==> config.mk <==
export PLATFORM = sky130hd
export DESIGN_NAME = activity_trigger_gen
export DESIGN_NICKNAME = d
export VERILOG_FILES = /design/src/rtl/activity_trigger_gen.sv
export SDC_FILE = /design/constraint.sdc
export NUM_CORES = 1
export LEC_CHECK = 0
export ABC_AREA = 1
export BUFFER_PORTS_ARGS = -buffer_cell sky130_fd_sc_hd__buf_2
export CORE_MARGIN = 2
export CORE_UTILIZATION = 55
export CTS_CLUSTER_DIAMETER = 40
export DETAILED_ROUTE_END_ITERATION = 6
export PLACE_DENSITY_LB_ADDON = 0.25
export SLEW_MARGIN = 0
export SYNTH_ARGS = -nofsm -noshare
export SYNTH_HDL_FRONTEND = slang
export SYNTH_SLANG_ARGS = --single-unit
==> constraint.sdc <==
create_clock -name clk -period 1.9 [get_ports clk]
set_input_delay 0.38 -clock clk [delete_from_list [all_inputs] [get_ports clk]]
set_output_delay 0.38 -clock clk [all_outputs]
set_load 0.05 [all_outputs]
==> src/rtl/activity_trigger_gen.sv <==
// activity_trigger_gen: per-channel beat decimator driving holdoff-limited one-cycle trigger pulses
// Stall counters and stall_flag are built only when ACTIVITY_STALL_DETECT_EN is defined.
module activity_trigger_gen #(
  parameter int NUM_CH         = 4,
  parameter int DIV_WIDTH      = 8,
  parameter int HOLDOFF_CYCLES = 1023,
  parameter int STALL_LIMIT    = 1000000
) (
  input  logic                 clk,
  input  logic                 rst_n,
  input  logic [NUM_CH-1:0]    ch_valid,
  input  logic [NUM_CH-1:0]    ch_ready,
  input  logic [DIV_WIDTH-1:0] beat_div,
  input  logic                 clear,
  output logic [NUM_CH-1:0]    trigger_out,
  output logic [NUM_CH-1:0]    stall_flag
);
  localparam int HW = HOLDOFF_CYCLES > 0 ? $clog2(HOLDOFF_CYCLES + 1) : 1;
  typedef enum logic [1:0] {IDLE, FIRE, HOLD} state_t;
  logic [DIV_WIDTH-1:0] div_last;
  // A divisor of 0 behaves as 1, so the last count value is 0 in both cases
  assign div_last = (beat_div == '0) ? '0 : beat_div - DIV_WIDTH'(1);
  for (genvar g = 0; g < NUM_CH; g++) begin : g_ch
    state_t               state;
    logic [DIV_WIDTH-1:0] cnt;
    logic [HW-1:0]        hold;
    logic                 pend, trig, beat, done;
    assign beat = ch_valid[g] & ch_ready[g];
    assign done = beat & (cnt >= div_last);
    always_ff @(posedge clk or negedge rst_n) begin
      if (!rst_n) begin
        state <= IDLE;
        cnt   <= '0;
        hold  <= '0;
        pend  <= 1'b0;
        trig  <= 1'b0;
      end else if (clear) begin
        state <= IDLE;
        cnt   <= '0;
        hold  <= '0;
        pend  <= 1'b0;
        trig  <= 1'b0;
      end else begin
        if (beat) cnt <= done ? '0 : cnt + DIV_WIDTH'(1);
        case (state)
          IDLE: begin
            trig <= done | pend;
            pend <= 1'b0;
            if (done | pend) state <= FIRE;
          end
          FIRE: begin
            trig  <= 1'b0;
            pend  <= done;
            hold  <= HW'(HOLDOFF_CYCLES);
            state <= (HOLDOFF_CYCLES == 0) ? IDLE : HOLD;
          end
          HOLD: begin
            if (hold == '0) begin
              trig  <= done | pend;
              pend  <= 1'b0;
              state <= (done | pend) ? FIRE : IDLE;
            end else begin
              hold <= hold - HW'(1);
              pend <= pend | done;
            end
          end
          default: begin
            trig  <= 1'b0;
            state <= IDLE;
          end
        endcase
      end
    end
    assign trigger_out[g] = trig;
`ifdef ACTIVITY_STALL_DETECT_EN
    localparam int SW = $clog2(STALL_LIMIT + 1);
    logic [SW-1:0] scnt;
    logic          sflag, stall;
    assign stall = ch_valid[g] & ~ch_ready[g];
    always_ff @(posedge clk or negedge rst_n) begin
      if (!rst_n) begin
        scnt  <= '0;
        sflag <= 1'b0;
      end else if (clear) begin
        scnt  <= '0;
        sflag <= 1'b0;
      end else begin
        scnt  <= !stall ? '0 : (scnt == SW'(STALL_LIMIT)) ? scnt : scnt + SW'(1);
        sflag <= stall & (scnt >= SW'(STALL_LIMIT - 1));
      end
    end
    assign stall_flag[g] = sflag;
`else
    assign stall_flag[g] = 1'b0;
`endif
  end
endmodule

==> summary.txt, run 1 <==
Outcome
  • Status: complete, but fails checks
  • Failing checks: setup timing

Routing
  • Via density: 5.36
  • Vias: about 5800
  • Post-route DRC: 0
  • Post-DRT Antenna Nets: 0
  • WL final: between 10 and 15 mm
  • Initial DRC count: 261
  • WL per Instance: 13.0 um
  • First-pass iteration count of the detailed router: 4

Critical path
  • CP peak stage delay: 280 ps
  • CP arrival: 2450 ps
  • Critical path startpoint category: input pin
  • Critical path endpoint category: flip-flop
  • Worst EP required: about 2100 ps
  • CP Max Fanout: 5
  • Crit Path Class: in2reg
  • Delay-heaviest family, CP: simple AND/OR/NAND/NOR gates
  • CP dominant cell by count: nand2_1
  • Slowest CP cell: ha_1
  • CP Buf/Inv Count: 5
  • CP cell instances: buf_8 -> nor2_4 -> nand2_2 -> nor2_4 -> buf_4 -> buf_4 -> buf_4 -> o21ai_4 -> buf_6 -> ha_1 -> nand2_1 -> nor2_1 -> nor2_1 -> nand2_1 -> nand2_1 -> nand2_2 -> nand2_4 -> nand3_4 -> nand2_4 -> nor2_2 -> nand2_1 -> nand2_1

Logic synthesis
  • Post-synth top cells: 221 x nand2_1, 112 x inv_1, 88 x dfrtp_1
  • Syn Inst Count: 871
  • Synth async-reset ratio: 100%
  • Sequential element share of the synthesized area: 35.1%
  • Number of flops mapped to enable cells by yosys: 0
  • Syn avg cell area: 7.21 um^2
  • Cell area after synthesis: 6280 um^2
  • Library cells used by synthesis: just over 40
  • Leading area contributor after synthesis: dfrtp_1
  • Synth area leaders: dfrtp_1 35%, nand2_1 13%, ha_1 12%
  • Area share of the largest cell type after synthesis: a little over a third
  • Yosys warnings: 0
  • Most frequent cell after synthesis: nand2_1
  • Top_reg_cell synth: dfrtp_1
  • Yosys reg bits: 88

STA
  • Max-slew violations: 0
  • # setup viols final: 48
  • Final cycle utilization of the critical path: 116%
  • RSZ-0062 raised after global routing: true
  • Max Freq: 453 MHz
  • Final Skew: 9.99 ps
  • Hold Violations, Final: 0
  • Final WS setup: -307 ps
  • Final min period: 2210 ps

Pwr
  • Max VDD drop: 0.000794 V
  • Leak pwr: 0.00379 uW
  • Sequential power share: 37.2%
  • Combinational Power Share: 38.6%
  • Power density cells: 976 nW/um^2
  • Internal power: between 4000 and 5000 uW
  • Sw Ratio: 40.6%
  • Pwr Total: around 7500 uW
  • Net switching power: 3060 uW
  • Clock power frac: 24.2%

Placed design
  • Worst slack, placed: -735 ps
  • IO Port Bufs: 22
  • Final HPWL DP: between 9 and 10 mm
  • Placed instance area: 6900 um^2
  • Gpl congestion: about 0.87

Cells and area
  • Area grow syn2layout: 23.1%
  • # fillers: between 900 and 1000
  • Nets: 1007
  • Antenna cells: 0
  • Final core utilization: 68.6%
  • Layout cells sized above 1: 22.3%
  • Final instance area: 7730 um^2

Flow run
  • Max-capacitance violation count: 0

Clocking
  • Hold-fix buffers, CTS: 0
  • Clock Path Buffers: 2
  • Root buf cell: clkbuf_16
  • TritonCTS Buffers: 9
  • CTS tree: done
  • Clk sink count: between 80 and 90
  • Clk Latency, worst-skew pair: 360 ps
  • Clk pin slew, worst setup/hold paths: 60 ps
  • H-Tree Level Count: 3

GRT
  • Antenna violations before repair: 0
  • Total GRT Usage: 23.3%
  • Pin count of the biggest net entering global routing: 89
  • First-pass GRT wire length: 24.1 mm
  • Overflow after GRT: 0
  • Number of global-route vias before repair: 5527

Floorplanning
  • Row cnt: 39
  • Total Die Area: ~12000 um^2
  • Die X: 111 um
  • Core box area: 11300 um^2
  • DIE HEIGHT: around 110 um
  • Num ports: 27
  • Starting Density: 55.7%

Hold path
  • HP Class: in2async
==> cell type report <==
class / instances / area, um^2 / share of cell area, %
multi-input cells: 651 / 4100 / 53.1
flip-flops and latches: 88 / 2200 / 28.5
repair buffers: 63 / 492 / 6.36
inverters: 114 / 455 / 5.89
clock buffers: 10 / 229 / 2.96
well taps: 143 / 179 / 2.32
clock inverters: 6 / 68.8 / 0.891
==> worst reg2reg max path: cells and delay by family (launching register included) <==
kind,cells,cell delay (ps)
AND/OR/NAND/NOR,12,900
flip-flops,1,440
adder cells (fa/ha/maj),1,330
==> power groups by stage <==
| stage | combinational (uW) | clock (uW) | sequential [uW] |
|---|---|---|---|
| floorplan | 2110 | 0 | 2710 |
| global placement | 2650 | 0 | 2810 |
| detailed placement | 2700 | 0 | 2820 |
| CTS | 2740 | 1850 | 2790 |
| global route | 3390 | 1930 | 2880 |
| finish | 2910 | 1830 | 2810 |
==> cells by family (layout without fill, tap and decap cells) <==
kind of cell | after synthesis | in the layout | share of synthesized area [%]
xor gates and xnor gates | 11 | 11 | 1.53
DFF | 88 | 88 | 35.1
buffers and inverters | 136 | 193 | 9.07
adders and majority gates | 61 | 61 | 12.2
AOI/OAI and AO/OA | 143 | 143 | 12.7
other | 1 | 4 | 0.0597
and+or+nand+nor | 431 | 432 | 29.4
==> flip-flops by register name, summed over array words and instances, names as in the netlist <==
name,count
g_ch.cnt,32
g_ch.pend,4
g_ch.state,8
g_ch.trig,4
g_ch.hold,40
==> repair_timing <==
item | CTS | global route
cloned | 0 | 1
endpoints found under the setup margin | 48 | 78
pin swaps | 31 | 41
gates resized for setup | 28 | 74
setup buffers | 5 | 4
==> cell usage in the layout, fill, tap and decap left out, types with 5 or more instances in the layout <==
cell,instances
inv_2,5
nand3_2,11
buf_2,18
ha_1,47
nand3b_1,7
nand3_1,65
nor3_1,7
nor2_2,18
nand2_1,192
o21ai_0,59
o21ai_1,13
nor2_1,70
buf_4,37
xor2_1,7
inv_1,103
o21ai_2,14
nand2_2,19
nand2_4,14
o21a_1,5
or2_2,5
a21oi_1,28
clkbuf_16,9
dfrtp_1,88
ha_4,12
nand4_1,6
==> layer usage <==
metal	GRT usage (%)	wire length (um)	vias up
li1	-	-	2951
met2	40.1	6980	78
met3	4.37	396	19
met4	8.17	201	0
met5	0	0	-
met1	29.3	6440	2714
==> through the flow <==
stage,instances,hold WS (ps),TNS [ps]
after detailed placement,1049,470,-31530
after global placement,1049,466,-31280
final,1075,70.8,-11350
after global routing,1075,119,-17040
after floorplan,874,84.4,-10730
after CTS,1070,91.8,-11520
==> final timing paths <==
| check | from | to | slack, ps | depth (start not counted) |
|---|---|---|---|---|
| max | beat_div[2] | g_ch[2].state[0] | -310 | 22 |
| max reg2reg | g_ch[2].cnt[3] | g_ch[2].state[0] | 140 | 13 |
| max in group asynchronous | rst_n | g_ch[3].cnt[2] | 1480 | 2 |
| min in group clk | clear | g_ch[0].hold[6] | 460 | 4 |
| min reg2reg | g_ch[3].pend | g_ch[3].pend | 480 | 2 |
| min | rst_n | g_ch[2].hold[4] | 70 | 2 |
Power figures use the tool's default switching activity.
==> inputs of run 2 (changes only) <==
CELL_PAD_IN_SITES_DETAIL_PLACEMENT = 1   (was default)
CELL_PAD_IN_SITES_GLOBAL_PLACEMENT = 1   (was default)
CORE_UTILIZATION = 46   (was 55)
==> run 2 against run 1 <==
  * Largest power group unchanged
  * Largest cell class unchanged
  * Sequential share of layout area is 2.0 points lower
  * Die area is 19% higher
  * The run ends with hold timing, setup timing left
  * Maximum frequency is 14% lower
  * Critical path type unchanged
  * Final cell count is 4.9% higher
  * Power is 15% higher
  * Global-route usage is 6.2 points higher
  * Setup slack worse by 350 ps
  * Combinational power is 30% higher
  * Sequential power is 4% higher
==> summary.txt, run 2 (same netlist as run 1, synthesis figures left out) <==
STA
  • Hold Slack: -7.99 ps
  • Final WS setup: -657 ps
  • # setup viols final: 56
  • Max-slew violations: 0
  • Final Skew: 5.44 ps
  • Slew @ Worst Pin: ~600 ps
  • Hold Violations, Final: 16
  • Relative slew slack: between 50% and 60%
  • Max Freq: just under 400 MHz
  • RSZ-0062 raised after global routing: true
  • Final min period: 2560 ps
  • Final cycle utilization of the critical path: 135%

Floorplanning
  • Die X: 121 um
  • Row cnt: 42
  • Starting Density: a little under half
  • DIE HEIGHT: 121 um
  • Num ports: 27
  • Total Die Area: 14600 um^2
  • Core box area: 13300 um^2

Clocking
  • CTS tree: done
  • Root buf cell: clkbuf_16
  • Clk pin slew, worst setup/hold paths: 70 ps
  • TritonCTS Buffers: 9
  • Hold-fix buffers, CTS: 0
  • Clk sink count: 88
  • Clk Latency, worst-skew pair: 370 ps
  • H-Tree Level Count: 3
  • Clock Path Buffers: 2

Pwr
  • Power density cells: 1050 nW/um^2
  • Max VDD drop: ~0.0011 V
  • Clock power frac: 23.0%
  • Sequential power share: 33.5%
  • Sw Ratio: 45.0%
  • Leak pwr: 0.00396 uW
  • Net switching power: 3910 uW
  • Combinational Power Share: 43.5%
  • Internal power: about 4800 uW

Critical path
  • Reg2Reg Depth: 11
  • CP Buf/Inv Count: 2
  • Slowest CP cell: a21boi_0
  • Crit Path Class: in2reg
  • Worst EP required: 2150 ps
  • CP Max Fanout: 4
  • CP dominant cell by count: nand2_1
  • Critical path startpoint category: input pin
  • CP arrival: 2810 ps
  • CP peak stage delay: ~510 ps
  • Delay-heaviest family, CP: simple AND/OR/NAND/NOR gates
  • Levels on crit path: 17
  • CP cell instances: buf_2 -> buf_4 -> a21boi_0 -> o21ai_4 -> ha_1 -> nand2_1 -> nor2_2 -> nor2_1 -> nand2_1 -> nand2_1 -> nand2_2 -> nand2_4 -> nand3_4 -> nand2_4 -> nor2_1 -> nand2_1 -> nand2_1
  • Critical path endpoint category: flip-flop

GRT
  • Pin count of the biggest net entering global routing: 36
  • Overflow after GRT: 0
  • Antenna violations before repair: 0
  • Total GRT Usage: 29.5%
  • First-pass GRT wire length: between 30 and 40 mm
  • Number of global-route vias before repair: around 7000

Cells and area
  • Layout cells sized above 1: between 20 and 30%
  • Max reg flops: 40
  • Most common library cell in the layout ignoring fill and taps: nand2_1
  • # fillers: 1592
  • Leading registers by flop count: g_ch.hold: 40 flops, g_ch.cnt: 32 flops, g_ch.state: 8 flops
  • Nets: 1027
  • Finished Layout Cells: around 1100
  • Antenna cells: 0
  • Most frequent cells in the layout: 175 x nand2_1, 101 x inv_1, 88 x dfrtp_1
  • Area grow syn2layout: 32.5%
  • Reg with most FFs: g_ch.hold

Placed design
  • Gpl congestion: ~0.8
  • Worst slack, placed: -941 ps
  • Dpl cells: 1087
  • IO Port Bufs: 22
  • Final HPWL DP: 13.0 mm

Routing
  • WL final: around 27 mm
  • WL per Instance: 23.7 um
  • Via density: slightly above 6
  • Initial DRC count: 566
  • Post-DRT Antenna Nets: 0
  • First-pass iteration count of the detailed router: 5
  • Post-route DRC: 0
  • Vias: ~6900

Hold path
  • HP Class: in2async

Outcome
  • Status: complete, but fails checks
  • Failing checks: hold timing, setup timing

Flow run
  • Max-capacitance violation count: 0
[run 2: cell types whose count changed in the layout (fill, tap and decap cells not counted), moves of 7 or more]
cell     change
buf_4        +7
buf_6       +10
nand2_2     +12
nand2_1     -17
nor2_4       +7
nor2_1       -7
[run 2: path summary, 6_finish.rpt]
| check | startpoint | to | slack [ps] |
|---|---|---|---|
| min in group clk | ch_ready[1] | g_ch[1].cnt[1] | 420 |
| max | beat_div[3] | g_ch[0].state[0] | -660 |
| min reg2reg | g_ch[2].hold[0] | g_ch[2].hold[0] | 500 |
| min | rst_n | g_ch[3].hold[6] | -8 |
| max in group asynchronous | rst_n | g_ch[0].state[1] | 1390 |
| max reg2reg | g_ch[2].cnt[2] | g_ch[2].cnt[4] | -170 |
[run 2: layout make-up]
cell class	instances	area (um^2)	area share, %
Clock buffer	11	233	2.80
Clock inverter	5	81.3	0.978
Inverter	114	458	5.51
Multi-Input combinational cell	651	4410	53.0
Sequential cell	88	2200	26.5
Tap cell	176	220	2.65
Timing Repair Buffer	83	717	8.62
[run 2: routing by layer]
metal | wire, um | global-route usage, % | up-vias
met3 | 1700 | 5.38 | 153
met2 | 13600 | 53.3 | 369
met5 | 0 | 0 | -
li1 | - | - | 2982
met4 | 1660 | 12.9 | 0
met1 | 9690 | 33.7 | 3440
[run 2: power groups by stage]
stage	sequential (uW)	combinational, uW	clock (uW)
floorplan	2710	2110	0
global placement	2800	2640	0
detailed placement	2840	2850	0
CTS	2820	3010	1970
global route	2960	4090	2070
finish	2910	3780	2000
[run 2: timing repair]
action                                  CTS  global route
gates cloned                              0             1
setup buffers                            10            17
resized for setup                        77           104
endpoints found under the setup margin   56            88
pin swaps                                47            73
[run 2: per-stage QoR]
| stage | util [%] | TNS, ps | area [um^2] | hold WS [ps] | power (uW) |
|---|---|---|---|---|---|
| 2_1_floorplan | - | -10730 | 6480 | 84.4 | 4820 |
| 3_3_place_gp | 52.7 | -32870 | 7010 | 386 | 5440 |
| 3_5_place_dp | 52.7 | -39960 | 7010 | 395 | 5700 |
| 4_1_cts | 58.3 | -15050 | 7750 | 18.2 | 7800 |
| 5_1_grt | 62.6 | -31790 | 8320 | 22.9 | 9120 |
| 6_report | 62.6 | -26950 | 8320 | -7.99 | 8700 |
==> inputs of run 3 (changes only) <==
PLACE_DENSITY = 0.78   (was default)
PLACE_DENSITY_LB_ADDON = default   (was 0.25)
==> run 3 against run 2 <==
  * The flow finishes with violations (setup timing)
  * Count of clock-buffer cells in the layout grew 1
  * Register-to-register slack improved by 80 ps
  * Non-clock buffer count down 17
  * Cell area decreased by 2.9%
  * Clock power is 16% lower
  * Power shrank 9.7%
  * Largest power group unchanged
==> summary.txt, run 3 (same netlist as run 1, synthesis figures left out) <==
Cells and area
  • Antenna cells: 0
  • Most frequent cells in the layout: 183 x nand2_1, 102 x inv_1, 88 x dfrtp_1
  • Most common library cell in the layout ignoring fill and taps: nand2_1
  • Final instance area: 8070 um^2
  • Area grow syn2layout: 28.6%
  • Reg with most FFs: g_ch.hold
  • Layout cells sized above 1: 25.7%
  • Final core utilization: 60.7%
  • Finished Layout Cells: ~1100
  • Max reg flops: 40
  • Nets: 1009
  • Leading registers by flop count: g_ch.hold: 40 flops, g_ch.cnt: 32 flops, g_ch.state: 8 flops

Routing
  • Initial DRC count: 292
  • WL per Instance: 18.4 um
  • Vias: about 6200
  • Via density: 5.55
  • First-pass iteration count of the detailed router: 4
  • Post-route DRC: 0
  • Post-DRT Antenna Nets: 0
  • WL final: 20.4 mm

Clocking
  • CTS tree: done
  • Clk sink count: 88
  • Clock Path Buffers: 2
  • Clk pin slew, worst setup/hold paths: roughly 70 ps
  • H-Tree Level Count: 3
  • TritonCTS Buffers: 9
  • Clk Latency, worst-skew pair: 340 ps
  • Root buf cell: clkbuf_16

Critical path
  • CP Capture Point: g_ch[0].state[0]
  • R2r endpoint: g_ch[0].state[0]
  • Critical path startpoint category: input pin
  • FF-to-FF setup slack: -90 ps
  • Worst Setup SP: beat_div[2]
  • Critical path endpoint category: flip-flop
  • Crit Path Class: in2reg
  • Reg2Reg Depth: 14
  • CP arrival: 2690 ps
  • CP Max Fanout: 4
  • RR Startpoint: g_ch[0].cnt[0]
  • Worst EP required: 2130 ps

STA
  • # setup viols final: between 40 and 50
  • Max Freq: just over 400 MHz
  • Final WS setup: -561 ps
  • Hold Violations, Final: 0
  • Final min period: 2460 ps
  • Relative slew slack: 60.6%
  • Max-slew violations: 0
  • RSZ-0062 raised after global routing: true
  • Slew @ Worst Pin: approximately 600 ps
  • Final cycle utilization of the critical path: 130%
  • Final Skew: 10.8 ps

Floorplanning
  • DIE HEIGHT: 121 um
  • Core box area: 13300 um^2
  • Starting Density: roughly 47%
  • Total Die Area: approximately 15000 um^2
  • Num ports: 27
  • Row cnt: 42
  • Die X: between 100 and 150 um

Placed design
  • Placed instance area: 6920 um^2
  • Worst slack, placed: -962 ps
  • Final HPWL DP: 12.9 mm
  • Dpl cells: 1080
  • IO Port Bufs: 22
  • Gpl congestion: 0.818

Pwr
  • Leak pwr: about 0.0038 uW
  • Combinational Power Share: approximately 42%
  • Pwr Total: 7850 uW
  • Sequential power share: 36.3%
  • Net switching power: 3400 uW
  • Sw Ratio: 43.3%
  • Clock power frac: 21.3%
  • Internal power: around 4500 uW
  • Max VDD drop: just over 0.0005 V
  • Power density cells: 973 nW/um^2

Flow run
  • Max-capacitance violation count: 0

Outcome
  • Failing checks: setup timing
  • Status: complete, but fails checks

GRT
  • Overflow after GRT: 0
  • Antenna violations before repair: 0
  • Pin count of the biggest net entering global routing: 40
  • Total GRT Usage: 25.0%
  • Number of global-route vias before repair: ~6400
  • First-pass GRT wire length: around 30 mm

Hold path
  • HP Class: in2reg
-- run 3: critical path, cell delays in order --
cell	delay (ps)
buf_8	100
buf_4	130
nor2_4	90
nand2_4	70
nor2_4	130
nand3_4	140
inv_4	120
or2_4	210
ha_4	230
nand2_2	80
nor2_1	60
nor2_1	140
nand2_1	110
nand2_1	100
nand2_2	80
nand2_4	140
nand3_4	90
nand2_4	100
nor2_2	50
nand2_1	70
nand2_1	60
-- run 3: cell type report --
class                   count  area [um^2]
clock buffers              12          246
well taps                 176          220
fillers                  1620         5220
inverters                 114          460
multi-input cells         650         4390
clock inverters             3         18.8
flip-flops and latches     88         2200
repair buffers             66          537
-- run 3: layer usage --
layer  part of all wire, %  wire length [um]  vias up  global-route usage (%)
met4                   2.7               540        0                    8.07
met2                    53             10800       96                    46.5
met3                   1.9               378       39                    3.21
met5                     0                 0        -                       0
met1                    43              8660     3080                    29.6
li1                      -                 -     2944                       -
-- run 3: per-stage QoR --
step / hold WS (ps) / setup TNS (ps)
finish: 447 / -17190
CTS: 439 / -16150
floorplan: 84.4 / -10730
detailed placement: 335 / -38700
global route: 497 / -24130
global placement: 330 / -34500
-- run 3: worst min path at each step --
stage	startpoint	cells past startpoint	end	slack (ps)
after CTS	ch_ready[1]	4	g_ch[1].cnt[1]	440
after global placement	rst_n	1	g_ch[3].state[1]	330
final	ch_ready[1]	4	g_ch[1].cnt[1]	450
after detailed placement	rst_n	1	g_ch[3].state[1]	340
after global routing	ch_valid[1]	4	g_ch[1].cnt[1]	500
after floorplan	rst_n	0	g_ch[0].cnt[0]	80
-- run 3: power groups by stage --
stage / Sequential, uW / Clock, uW / Combinational, uW
finish: 2850 / 1680 / 3330
global route: 2920 / 1780 / 3730
floorplan: 2710 / 0 / 2110
CTS: 2820 / 1710 / 2920
global placement: 2800 / 0 / 2650
detailed placement: 2850 / 0 / 2850
-- run 3: what timing repair did --
action | CTS | global route
cloned | 0 | 0
setup endpoints to repair | 48 | 88
endpoints found under the hold margin | 24 | 0
gates resized for setup | 48 | 115
hold buffers | 1 | 0
pin swaps | 42 | 54
buffers inserted | 4 | 9
